--- src/rtl/fib_pkg.sv ---
// fib_pkg: shared constants for the Fibonacci sequencer.
//   OP_*      command op-codes carried on cmd_op
//   SEED_RST  value loaded into a and b on reset and on CLEAR
//   state_t   sequencer FSM states
package fib_pkg;

  localparam logic [1:0] OP_SEED_A = 2'd0;
  localparam logic [1:0] OP_SEED_B = 2'd1;
  localparam logic [1:0] OP_STEP   = 2'd2;
  localparam logic [1:0] OP_CLEAR  = 2'd3;

  localparam int unsigned SEED_RST = 1;

  typedef enum logic [1:0] {
    IDLE = 2'd0,
    RUN  = 2'd1,
    RESP = 2'd2
  } state_t;

endpackage

--- src/rtl/fib_core.sv ---
// fib_core: Fibonacci recurrence datapath (register pair a, b and adder).
// Ports:
//   clk, rst_n   clock, asynchronous active-low reset (a = b = SEED_RST)
//   load_a       a <= din
//   load_b       b <= din
//   clear        a <= SEED_RST, b <= SEED_RST
//   step         a <= b, b <= (a + b) mod 2^WIDTH
//   din          seed value
//   a, b         current register values
//   carry        carry out of a + b (combinational, for the current a, b)
// Priority when several controls are high: clear, then step, then loads.
module fib_core
  import fib_pkg::*;
#(
  parameter int WIDTH = 8
) (
  input  logic             clk,
  input  logic             rst_n,
  input  logic             load_a,
  input  logic             load_b,
  input  logic             clear,
  input  logic             step,
  input  logic [WIDTH-1:0] din,
  output logic [WIDTH-1:0] a,
  output logic [WIDTH-1:0] b,
  output logic             carry
);

  localparam logic [WIDTH-1:0] SEED = WIDTH'(SEED_RST);

  // One extra bit so the wrap of the sum is visible as the carry.
  logic [WIDTH:0] sum;

  assign sum   = {1'b0, a} + {1'b0, b};
  assign carry = sum[WIDTH];

  always_ff @(posedge clk or negedge rst_n) begin
    if (!rst_n) begin
      a <= SEED;
      b <= SEED;
    end else if (clear) begin
      a <= SEED;
      b <= SEED;
    end else if (step) begin
      a <= b;
      b <= sum[WIDTH-1:0];
    end else begin
      if (load_a) a <= din;
      if (load_b) b <= din;
    end
  end

endmodule

--- src/rtl/fib_seq_ctrl.sv ---
// fib_seq_ctrl: command-driven sequencer for the Fibonacci datapath.
// Handshakes: a transfer happens on a rising clk edge where valid and ready
// are both high; the sender holds valid and its payload until that edge, and
// ready never depends combinationally on valid.
// Ports:
//   clk, rst_n            clock, asynchronous active-low reset
//   cmd_valid/cmd_ready   command handshake (ready only in IDLE)
//   cmd_op, cmd_data      op-code (fib_pkg OP_*) and seed / step count N
//   res_valid/res_ready   response handshake (valid only in RESP)
//   res_data, res_ovf     value of a after the run, and "any add wrapped"
//   busy                  high in RUN and RESP
//   cur_fib               live value of register a
module fib_seq_ctrl
  import fib_pkg::*;
#(
  parameter int WIDTH = 8,
  parameter int CNT_W = 8
) (
  input  logic             clk,
  input  logic             rst_n,
  input  logic             cmd_valid,
  output logic             cmd_ready,
  input  logic [1:0]       cmd_op,
  input  logic [WIDTH-1:0] cmd_data,
  output logic             res_valid,
  input  logic             res_ready,
  output logic [WIDTH-1:0] res_data,
  output logic             res_ovf,
  output logic             busy,
  output logic [WIDTH-1:0] cur_fib
);

  state_t             state, state_nxt;
  logic [CNT_W-1:0]   cnt, cnt_nxt;
  logic               ovf, ovf_nxt;

  logic               load_a, load_b, clear, step;
  logic [WIDTH-1:0]   a, b;
  logic               carry;

  fib_core #(.WIDTH(WIDTH)) u_core (
    .clk    (clk),
    .rst_n  (rst_n),
    .load_a (load_a),
    .load_b (load_b),
    .clear  (clear),
    .step   (step),
    .din    (cmd_data),
    .a      (a),
    .b      (b),
    .carry  (carry)
  );

  always_ff @(posedge clk or negedge rst_n) begin
    if (!rst_n) begin
      state <= IDLE;
      cnt   <= '0;
      ovf   <= 1'b0;
    end else begin
      state <= state_nxt;
      cnt   <= cnt_nxt;
      ovf   <= ovf_nxt;
    end
  end

  always_comb begin
    state_nxt = state;
    cnt_nxt   = cnt;
    ovf_nxt   = ovf;
    load_a    = 1'b0;
    load_b    = 1'b0;
    clear     = 1'b0;
    step      = 1'b0;
    cmd_ready = 1'b0;
    res_valid = 1'b0;

    case (state)
      IDLE: begin
        cmd_ready = 1'b1;
        if (cmd_valid) begin
          case (cmd_op)
            OP_SEED_A: load_a = 1'b1;
            OP_SEED_B: load_b = 1'b1;
            OP_CLEAR: begin
              clear   = 1'b1;
              ovf_nxt = 1'b0;
            end
            default: begin // OP_STEP
              ovf_nxt = 1'b0;
              cnt_nxt = cmd_data[CNT_W-1:0];
              // N = 0 answers at once with a unchanged.
              state_nxt = (cmd_data[CNT_W-1:0] == '0) ? RESP : RUN;
            end
          endcase
        end
      end

      RUN: begin
        // One step per cycle; the step taken while cnt == 1 is the last one.
        step    = 1'b1;
        ovf_nxt = ovf | carry;
        cnt_nxt = cnt - CNT_W'(1);
        if (cnt == CNT_W'(1)) state_nxt = RESP;
      end

      RESP: begin
        res_valid = 1'b1;
        if (res_ready) state_nxt = IDLE;
      end

      default: state_nxt = IDLE;
    endcase
  end

  assign res_data = a;
  assign res_ovf  = ovf;
  assign busy     = (state != IDLE);
  assign cur_fib  = a;

endmodule

--- config.mk ---
export PLATFORM = sky130hd
export DESIGN_NAME = fib_seq_ctrl
export DESIGN_NICKNAME = d
export VERILOG_FILES = /design/src/rtl/fib_pkg.sv /design/src/rtl/fib_core.sv /design/src/rtl/fib_seq_ctrl.sv
export SDC_FILE = /design/constraint.sdc
export NUM_CORES = 1
export LEC_CHECK = 0
export BUFFER_PORTS_ARGS = -buffer_cell sky130_fd_sc_hd__buf_4
export CORE_UTILIZATION = 60
export DETAILED_ROUTE_END_ITERATION = 8
export HOLD_SLACK_MARGIN = 0.05
export PLACE_DENSITY_LB_ADDON = 0.25
export SLEW_MARGIN = 20
export SYNTH_ARGS = -nofsm -noshare
export SYNTH_HDL_FRONTEND = slang
export SYNTH_SLANG_ARGS = --single-unit
--- constraint.sdc ---
create_clock -name clk -period 3.5 [get_ports clk]
set_clock_uncertainty 0.15 [all_clocks]
set_input_delay 0.35 -clock clk [delete_from_list [all_inputs] [get_ports clk]]
set_output_delay 0.35 -clock clk [all_outputs]
set_load 0.05 [all_outputs]
==> impl_results.md <==
* Wirelength per Cell at ~17 um
* Internal reg-to-reg setup slack at approximately 1.1 ns
* Post-Place Cells at roughly 260
* Root buffer cell: clkbuf_4
* Async SR Flop Fraction at 100%
* CTS tree: yes
* Cts-stage hold buffer count at 1
* Prevailing post-synth register cell: dfrtp_1
* Sink Count at 27
* First-pass GRT wire length at between 7000 and 8000 um
* Port Buffers at 33
* Avg Inst Size Synth at between 8 and 9 um2
* Vias per std cell at ~6.4
* Post-place setup slack at about 1.1 ns
* Post-Route WL at 4510 um
* Relative slew slack at 31.6%
* Cells along the critical path: ha_1 -> inv_1 -> fa_1 -> nand2b_1 -> a21oi_1 -> o21ai_1 -> a221oi_1 -> o2bb2a_1
* DPL Wire Length at 3360 um
* Routed Antenna Nets at 0
* CP Capture Type: register
* Post-Layout Cell Count at 268
* Die height at between 50 and 60 um
* CP Data Arrival Time at about 2.5 ns
* Routing usage on met2 at 51.7%
* Critical Path RT at approximately 3.6 ns
* Commonest non-fill, non-tap cell in the layout: buf_4
* GRT overflow at 0
* DRT Pass-1 Iters at 8
* Max-Cap Viols at 0
* CTS Buf Count at 3
* Fmax at approximately 0.42 GHz
* Post-CTS sizing at 0
* Status: complete, but fails checks
* Worst Hold Depth at 3
* GR Layer Usage met1 at approximately 39%
* CP max-delay cell: dfstp_2
* Skew-Pair Late Insertion Delay at approximately 0.32 ns
* Grt peak-use layer: met2
* Top-level port count at 34
* Final Hold Fails at 0
* Sequential fraction of the synthesis area at 36.5%
* Vias at between 1500 and 2000
* Initial antenna violation count at 0
* Hold_sp: cmd_data[0]
* Synthesized netlist cell count at 213
* RR Endpoint: res_ovf
* CP peak stage delay at roughly 0.59 ns
* Netlist cell types at 48
* RSZ-0062 raised after global routing: false
* # nets final at ~260
* Register clock-pin slew on the reported worst setup and hold paths at 0.15 ns
* Worst Path Max Fanout at 4
* Clock Path Buffers at 2
* All-layer global routing usage at 29.8%
* Yosys warns at 0
* Pin count of the biggest net entering global routing at 28
* H-tree Lvls at 1
* Startpoint types: register
* Class of the most critical hold timing path: in2reg
* FF-to-FF Start: u_core.a[0]
* Met3 usage at ~3.8%
* Synth Register Bits at 27
* WHS Endpoint: u_core.b[0]
* Commonest non-fill, non-tap cells in the layout: buf_4 (35), dfrtp_1 (25), o21ai_0 (20)
* Final setup viols at 0
* Layout area overhead at 13.4%
* WS Path Type: reg2reg
* Fin. max-slew vios at 0
* Proportion of layout cells with a drive suffix above 1 at about 19%
* Worst-margin pin slew at 1.03 ns
* Min Hold Slack at about 0.18 ns
* Die width at ~58 um
* Post-route setup slack at ~1.1 ns
* Core area at 2850 um2
* Synth Net Count at about 240
* First-iteration detailed-routing DRC count at 98
* Worst path top cell family by delay: compound AO/OA/AOI/OAI gates
* Period utilization at between 60% and 70%
* Crit path buf inv count at 1
* Setup repair bufs after CTS at 0
* Vias in the first global route at between 1500 and 2000
* Row cnt at 19
* R2R depth at 8
* # DRC at 3
* Post-synth EDFFs at 0
* TNS Setup at 0 ns
* Gp weighted congestion at 0.905
* Starting Density at between 60% and 70%
* Synthesized area at 1860 um2
* Failing checks: DRC
* Number of fillers in the final layout at ~230
* Die Area at 3320 um2
* Number of inserted diodes at 0
* Final min period at 2.39 ns
routing by layer:
metal  routed length (um)  share of wire, %
met5                    0                 0
met2                 2260                50
met4                   66               1.5
met3                  224               5.0
met1                 1960                43
cell type report:
class / count / area, um2 / area share, %
inverter: 10 / 37.5 / 1.78
sequential: 27 / 678 / 32.2
tap: 31 / 38.8 / 1.84
clock buffer: 4 / 26.3 / 1.25
timing repair buffer: 36 / 273 / 13.0
multi-input combinational: 160 / 1050 / 49.9
per-stage QoR:
step	utilization [%]	cell area, um2
after global placement	72.5	2070
after floorplan	-	1860
after detailed placement	72.5	2070
after CTS	73.7	2100
after global routing	73.7	2100
final	73.7	2100
worst reg2reg max path: stages (launching register included):
cell	delay [ns]
dfstp_2	0.59
ha_1	0.19
inv_1	0.06
fa_1	0.38
nand2b_1	0.19
a21oi_1	0.27
o21ai_1	0.13
a221oi_1	0.22
o2bb2a_1	0.17
sequential cells by signal, indices dropped and copies added, names as in the netlist:
signal,cells
cnt,8
res_ovf,1
state,2
u_core.a,8
u_core.b,8
synthesized netlist by cell type, drive strengths merged, types with 3 or more instances:
master	number	share of area [%]
o21ai	35	9.4
dfrtp	25	34
nand2	19	3.8
a21oi	12	3.2
ha	10	6.7
inv	10	2.0
nor2	10	2.0
buf	8	3.2
clkbuf	8	1.6
nand2b	8	2.7
a22o	6	2.8
a21boi	5	2.0
o31ai	4	1.6
or2	4	1.3
nor2b	3	1.0
nor3	3	0.81
o22ai	3	1.0
worst max path at each step:
stage | startpoint | endpoint | slack [ns] | cells past startpoint
after global placement | u_core.a[0] | res_ovf | 1.24 | 8
after floorplan | u_core.a[0] | res_ovf | 1.10 | 8
after detailed placement | u_core.a[0] | res_ovf | 1.14 | 8
final | u_core.a[0] | res_ovf | 1.11 | 8
after global routing | u_core.a[0] | res_ovf | 0.92 | 8
after CTS | u_core.a[0] | res_ovf | 1.10 | 8
kinds of logic (layout without fill, tap and decap cells):
family,Yosys count,in the layout,synth area share (%)
buf+inv,26,50,6.88
fa+ha+maj,11,11,7.82
simple gates,58,58,16.5
compound gates,88,88,30.7
xor+xnor,1,1,0.472
flops,27,27,36.5
mux,2,2,1.08
Power is not shown: default switching activity piles up to over one toggle a cycle in this logic, so the estimate is an artifact.
